$ cat config.mk
export PLATFORM = sky130hd
export DESIGN_NAME = seq_det_rx
export DESIGN_NICKNAME = d
export VERILOG_FILES = /design/src/rtl/seq_det_pkg.sv /design/src/rtl/seq_det_sipo.sv /design/src/rtl/seq_det_rx.sv
export SDC_FILE = /design/constraint.sdc
export NUM_CORES = 1
export LEC_CHECK = 0
export BUFFER_PORTS_ARGS = -buffer_cell sky130_fd_sc_hd__buf_2
export CELL_PAD_IN_SITES_DETAIL_PLACEMENT = 0
export CELL_PAD_IN_SITES_GLOBAL_PLACEMENT = 2
export CORE_MARGIN = 1
export CORE_UTILIZATION = 38
export DETAILED_ROUTE_END_ITERATION = 8
export PLACE_DENSITY_LB_ADDON = 0.3
export SLEW_MARGIN = 30
export SYNTH_ARGS = -nofsm -noshare
export SYNTH_HDL_FRONTEND = slang
export SYNTH_HIERARCHICAL = 1
export SYNTH_SLANG_ARGS = --single-unit
$ cat constraint.sdc
create_clock -name i_clk -period 2 [get_ports i_clk]
set_input_delay 0.3 -clock i_clk [delete_from_list [all_inputs] [get_ports i_clk]]
set_output_delay 0.3 -clock i_clk [all_outputs]
set_load 0.05 [all_outputs]
$ cat src/rtl/seq_det_pkg.sv
// Shared types and constants for the seq_det serial link receiver.
// SEQ_DET_PARITY_EN selects the even-parity frame format (PAR state reachable).
package seq_det_pkg;

  localparam int DEF_DATA_W = 10;

  localparam logic START_BIT = 1'b1;
  localparam logic STOP_BIT  = 1'b0;

  typedef enum logic [1:0] {
    IDLE  = 2'd0,
    SHIFT = 2'd1,
    PAR   = 2'd2,
    STOP  = 2'd3
  } state_t;

  function automatic int cnt_width(input int w);
    return (w > 1) ? $clog2(w) : 1;
  endfunction

  localparam int DEF_CNT_W = cnt_width(DEF_DATA_W);

endpackage

$ cat src/rtl/seq_det_sipo.sv
// Serial-in parallel-out shifter with bit counter and running even parity.
// SEQ_DET_PARITY_EN adds the running parity flop and its output port.
module seq_det_sipo
  import seq_det_pkg::*;
#(
  parameter int DATA_W = DEF_DATA_W
) (
  input  logic              i_clk,
  input  logic              i_rst_n,
  input  logic              i_clear,
  input  logic              i_shift_en,
  input  logic              i_din,
  output logic [DATA_W-1:0] o_sreg,
  output logic              o_done
`ifdef SEQ_DET_PARITY_EN
  ,
  output logic              o_par
`endif
);

  localparam int CNT_W = cnt_width(DATA_W);

  logic [DATA_W-1:0] sreg_q, sreg_d;
  logic [CNT_W-1:0]  bit_cnt_q, bit_cnt_d;

  always_comb begin
    sreg_d    = sreg_q;
    bit_cnt_d = bit_cnt_q;
    if (i_clear) begin
      bit_cnt_d = '0;
    end else if (i_shift_en) begin
      sreg_d    = {sreg_q[DATA_W-2:0], i_din};
      bit_cnt_d = bit_cnt_q + 1'b1;
    end
  end

  always_ff @(posedge i_clk or negedge i_rst_n) begin
    if (!i_rst_n) begin
      sreg_q    <= '0;
      bit_cnt_q <= '0;
    end else begin
      sreg_q    <= sreg_d;
      bit_cnt_q <= bit_cnt_d;
    end
  end

  // High while the last data bit is on the line, so the FSM leaves SHIFT on that edge.
  assign o_done = (bit_cnt_q == CNT_W'(DATA_W - 1));
  assign o_sreg = sreg_q;

`ifdef SEQ_DET_PARITY_EN
  logic par_q, par_d;

  always_comb begin
    par_d = par_q;
    if (i_clear) begin
      par_d = 1'b0;
    end else if (i_shift_en) begin
      par_d = par_q ^ i_din;
    end
  end

  always_ff @(posedge i_clk or negedge i_rst_n) begin
    if (!i_rst_n) begin
      par_q <= 1'b0;
    end else begin
      par_q <= par_d;
    end
  end

  assign o_par = par_q;
`endif

endmodule

$ cat src/rtl/seq_det_rx.sv
// Receive end of the seq_det link: framing, optional parity and count-continuity checks.
// SEQ_DET_PARITY_EN enables the parity bit between data and stop.
//   state | meaning
//   IDLE  | waiting for a start bit while i_rx_en is high
//   SHIFT | shifting DATA_W data bits, MSB first
//   PAR   | sampling the even-parity bit (parity build only)
//   STOP  | sampling the stop bit and registering the frame outcome
module seq_det_rx
  import seq_det_pkg::*;
#(
  parameter int                DATA_W    = DEF_DATA_W,
  parameter logic [DATA_W-1:0] MATCH_VAL = 10'h3FF
) (
  input  logic              i_clk,
  input  logic              i_rst_n,
  input  logic              i_rx_en,
  input  logic              i_serial_data,
  output logic [DATA_W-1:0] o_count,
  output logic              o_count_valid,
  output logic              o_match,
  output logic              o_seq_err,
  output logic              o_frame_err,
  output logic              o_parity_err,
  output logic              o_busy
);

  state_t            state_q, state_d;
  logic [DATA_W-1:0] count_q, count_d;
  logic [DATA_W-1:0] expected_q, expected_d;
  logic              first_seen_q, first_seen_d;
  logic              valid_q, valid_d;
  logic              match_q, match_d;
  logic              seq_err_q, seq_err_d;
  logic              frame_err_q, frame_err_d;

  logic              sipo_clear, sipo_shift, sipo_done;
  logic [DATA_W-1:0] sipo_sreg;

`ifdef SEQ_DET_PARITY_EN
  logic sipo_par;
  logic par_bad_q, par_bad_d;
  logic parity_err_q, parity_err_d;
`endif

  seq_det_sipo #(.DATA_W(DATA_W)) u_sipo (
    .i_clk      (i_clk),
    .i_rst_n    (i_rst_n),
    .i_clear    (sipo_clear),
    .i_shift_en (sipo_shift),
    .i_din      (i_serial_data),
    .o_sreg     (sipo_sreg),
    .o_done     (sipo_done)
`ifdef SEQ_DET_PARITY_EN
    ,
    .o_par      (sipo_par)
`endif
  );

  always_comb begin
    state_d      = state_q;
    count_d      = count_q;
    expected_d   = expected_q;
    first_seen_d = first_seen_q;
    valid_d      = 1'b0;
    match_d      = 1'b0;
    seq_err_d    = 1'b0;
    frame_err_d  = 1'b0;
    sipo_clear   = 1'b0;
    sipo_shift   = 1'b0;
`ifdef SEQ_DET_PARITY_EN
    par_bad_d    = par_bad_q;
    parity_err_d = 1'b0;
`endif
    case (state_q)
      IDLE: begin
        if (i_rx_en && (i_serial_data == START_BIT)) begin
          state_d    = SHIFT;
          sipo_clear = 1'b1;
        end
      end
      SHIFT: begin
        sipo_shift = 1'b1;
        if (sipo_done) begin
`ifdef SEQ_DET_PARITY_EN
          state_d = PAR;
`else
          state_d = STOP;
`endif
        end
      end
`ifdef SEQ_DET_PARITY_EN
      PAR: begin
        par_bad_d = sipo_par ^ i_serial_data;
        state_d   = STOP;
      end
`endif
      STOP: begin
        state_d = IDLE;
        if (i_serial_data != STOP_BIT) begin
          frame_err_d = 1'b1;
`ifdef SEQ_DET_PARITY_EN
        end else if (par_bad_q) begin
          parity_err_d = 1'b1;
`endif
        end else begin
          // Continuity is only judged once a first good word has seeded expected.
          count_d      = sipo_sreg;
          valid_d      = 1'b1;
          match_d      = (sipo_sreg == MATCH_VAL);
          seq_err_d    = first_seen_q && (sipo_sreg != expected_q);
          expected_d   = sipo_sreg + 1'b1;
          first_seen_d = 1'b1;
        end
      end
      default: state_d = IDLE;
    endcase
  end

  always_ff @(posedge i_clk or negedge i_rst_n) begin
    if (!i_rst_n) begin
      state_q      <= IDLE;
      count_q      <= '0;
      expected_q   <= '0;
      first_seen_q <= 1'b0;
      valid_q      <= 1'b0;
      match_q      <= 1'b0;
      seq_err_q    <= 1'b0;
      frame_err_q  <= 1'b0;
    end else begin
      state_q      <= state_d;
      count_q      <= count_d;
      expected_q   <= expected_d;
      first_seen_q <= first_seen_d;
      valid_q      <= valid_d;
      match_q      <= match_d;
      seq_err_q    <= seq_err_d;
      frame_err_q  <= frame_err_d;
    end
  end

`ifdef SEQ_DET_PARITY_EN
  always_ff @(posedge i_clk or negedge i_rst_n) begin
    if (!i_rst_n) begin
      par_bad_q    <= 1'b0;
      parity_err_q <= 1'b0;
    end else begin
      par_bad_q    <= par_bad_d;
      parity_err_q <= parity_err_d;
    end
  end

  assign o_parity_err = parity_err_q;
`else
  assign o_parity_err = 1'b0;
`endif

  assign o_count       = count_q;
  assign o_count_valid = valid_q;
  assign o_match       = match_q;
  assign o_seq_err     = seq_err_q;
  assign o_frame_err   = frame_err_q;
  assign o_busy        = (state_q != IDLE);

endmodule

==> metrics.md <==
| Metric | Value |
|---|---|
| First-pass GRT wire length | slightly below 6000 um |
| Switching Share | 40.1% |
| H-tree lvl count | 2 |
| Cell Area, Synth | 0.00191 mm^2 |
| Layout cell share with drive strength beyond 1 | 23.7% |
| Fin crit share | 82.0% |
| CTS Buf Count | 5 |
| Core Region | 0.00479 mm^2 |
| Residual DRC count | 0 |
| Cell chosen for the clock root | clkbuf_8 |
| Pin count of the biggest net entering global routing | 42 |
| CTS tree | done |
| Clock Path Buffers | 2 |
| Delay-heaviest family, CP | simple AND/OR/NAND/NOR gates |
| P_leak | 1.09 nW |
| Clk pwr share | 17.8% |
| TritonCTS Sinks | 41 |
| Number of global-route vias before repair | around 1300 |
| FF+latch count, synth | 41 |
| HP Class | in2async |
| Netlist cell types | 36 |
| Setup TNS | 0 ps |
| Final wirelength | 3430 um |
| Antenna cells | 0 |
| Final hold violation count | 0 |
| Ys Warns | 6 |
| Per-cell routed wire length | 13.0 um |
| Buffers on Ports | 18 |
| Register area share after synthesis | 53.8% |
| Crit path kind | reg2reg |
| Peak supply drop | 0.000740 V |
| Prevailing post-synth register cell | dfrtp_1 |
| Max_cap viols | 0 |
| DR pass1 iterations | 4 |
| Outcome | completed |
| Net Switching | roughly 1.5 mW |
| Critical R2R Capture | u_sipo/o_sreg[7] |
| Clk_lat worst skew | 290 ps |
| CP max-delay cell | nor2b_4 |
| Fillers | around 450 |
| CP max FO | 10 |
| Mapped Avg Cell Area | approximately 11 um^2 |
| Crit path DAT | 1820 ps |
| Hpwl dp | 2320 um |
| Least-Margin Pin Slew | 509 ps |
| WP depth | 3 |
| Syn-to-layout area delta | 13.4% |
| Reg2reg start | state_q[1] |
| Largest area contributor in the synthesized netlist | dfrtp_1 |
| Final antenna-violating net count | 0 |
| Crit path launch type | register |
| Die X | 72.9 um |
| Worst setup startpoint | state_q[1] |
| Crit path buffers/inverters | 0 |
| EDFF count, synth | 0 |
| Post-cts resize count | 0 |
| Dpl ws | approximately 370 ps |
| Placed cells | 257 |
| Net count after synthesis | 181 |
| Clk slew on worst S/H paths | 80 ps |
| CP cell instances | and2b_1, nor2b_4, mux2_4 |
| Max Freq | 610 MHz |
| RSZ-0062 raised after global routing | false |
| Final WS setup | 361 ps |
| Die Ht | 72.9 um |
| Max_slew headroom | 66.1% |
| Delay of the slowest cell on the worst path | 440 ps |
| Worst Path Required | 2180 ps |
| Total I/O pin count | 20 |
| Via density | 4.65 |
| Power per standard cell area | 1780 mW/mm^2 |
| Fin nets | 204 |
| First DRT Iteration DRCs | 36 |
| Initial Util | 39.9% |
| Internal power | 2.31 mW |
| Crit end category | register |
| Proportion of netlist area held by the largest area contributor | around 54% |
| R2R cell count | 3 |
| Comb power frac | 40.7% |
| Routed via count | 1231 |
| Rows | 25 |
| Initial antenna violation count | 0 |
| Setup-failing EPs final | 0 |
| Die ar. | 0.00531 mm^2 |
| Gr usage total | 14.8% |
| Post-synth ARST share | 100% |
| R2R setup slack | between 300 and 400 ps |
| Min Clock Period, post-route | 1640 ps |
| Slew Viols, Final | 0 |
| Gr ovfl total | 0 |
| Post-CTS Hold Buffers | 0 |
| Synth area leaders | dfrtp_1 54%, nand2_1 9.4%, mux2_4 7.9% |
| Mapped Cells | 174 |
| Sequential share of power | 41.4% |
| Fin cells | about 270 |
| Routability congestion estimate | 0.716 |
| Clock Skew | roughly 5.8 ps |
| Post-CTS Setup Bufs | 0 |
## worst max path at each step
stage	to	slack, ps
6_report	u_sipo/o_sreg[7]	360
4_1_cts	u_sipo/o_sreg[5]	360
5_1_grt	u_sipo/o_sreg[8]	270
3_5_place_dp	u_sipo/o_sreg[9]	370
3_3_place_gp	u_sipo/o_sreg[0]	430
2_1_floorplan	u_sipo/o_sreg[0]	180
## registers in the layout, summed over array words and instances, names as in the netlist
| name | cells |
|---|---|
| o_count | 10 |
| first_seen_q | 1 |
| expected_q | 10 |
| o_match | 1 |
| o_count_valid | 1 |
| state_q | 2 |
| o_seq_err | 1 |
| u_sipo/bit_cnt_q | 4 |
| o_frame_err | 1 |
| u_sipo/o_sreg | 10 |
## layout make-up
cell class	instances	area, um^2	share of cell area, %
flip-flops and latches	41	1030	47.4
repair buffers	23	128	5.90
clock buffers	7	86.3	3.99
inverters	2	7.51	0.347
well taps	67	83.8	3.87
multi-input cells	124	803	37.1
clock inverters	1	30.0	1.39
## metrics by stage
step / instance area, um^2 / power (mW) / utilization [%] / hold slack (ps)
after floorplan: 1910 / 2.86 / - / 4.41
after global placement: 2050 / 3.15 / 42.8 / 386
after detailed placement: 2050 / 3.20 / 42.8 / 396
after CTS: 2160 / 3.90 / 45.2 / 75.7
after global routing: 2160 / 4.13 / 45.2 / 97.4
final: 2160 / 3.86 / 45.2 / 53.8
## cell usage after synthesis (2+ instances only)
cell type and count:
or2_1 2, ha_1 3, xor2_1 14, buf_6 3, o21ai_1 2, nand2_1 48
nand4_1 4, mux2_4 10, nor2_1 5, nand2b_1 2, nor4_1 2, o21ai_0 6
xnor2_1 5, and3_1 2, nand3_1 2, dfrtp_1 41, a21oi_1 3, buf_2 2
## power by group through the flow
stage               Combinational (mW)  Clock [mW]  Sequential, mW
finish                            1.57       0.687            1.60
global route                      1.73       0.747            1.66
CTS                               1.60       0.706            1.60
detailed placement                1.58           0            1.62
global placement                  1.55           0            1.59
floorplan                         1.03           0            1.84
## cells in the final DEF, fill, tap and decap left out, drive strengths merged
cell type,n
or2,3
nor3,1
nor2,5
xor2,14
a21bo,1
nor4,2
nand3,2
nand2b,2
and2,1
nand4,4
or2b,1
buf,23
nand3b,1
mux2,11
conb,1
clkbuf,7
bufinv,1
ha,3
inv,2
xnor2,5
and2b,1
and3,3
dfrtp,41
o21ai,9
a21oi,3
nor2b,2
and4,1
nand2,48
## cell families (layout without fill, tap and decap cells)
kind of cell	count (synthesis)	after routing	share of synthesized area (%)
AND/OR/NAND/NOR	77	77	18.9
flip-flops	41	41	53.8
XOR/XNOR	19	19	8.72
AO/OA/AOI/OAI	13	13	3.87
multiplexers	11	11	8.46
buffers and inverters	9	33	4.13
adder cells (fa/ha/maj)	3	3	1.97
other	1	1	0.197
## layer usage
metal	up-vias	wire [um]	part of all wire (%)	global-route usage (%)
met1	600	1720	50	20.4
met2	20	1540	45	22.4
li1	607	-	-	-
met4	0	46	1.3	5.23
met3	4	119	3.5	4.28
met5	-	0	0	0
No activity file was read; power rests on OpenSTA's default activity.
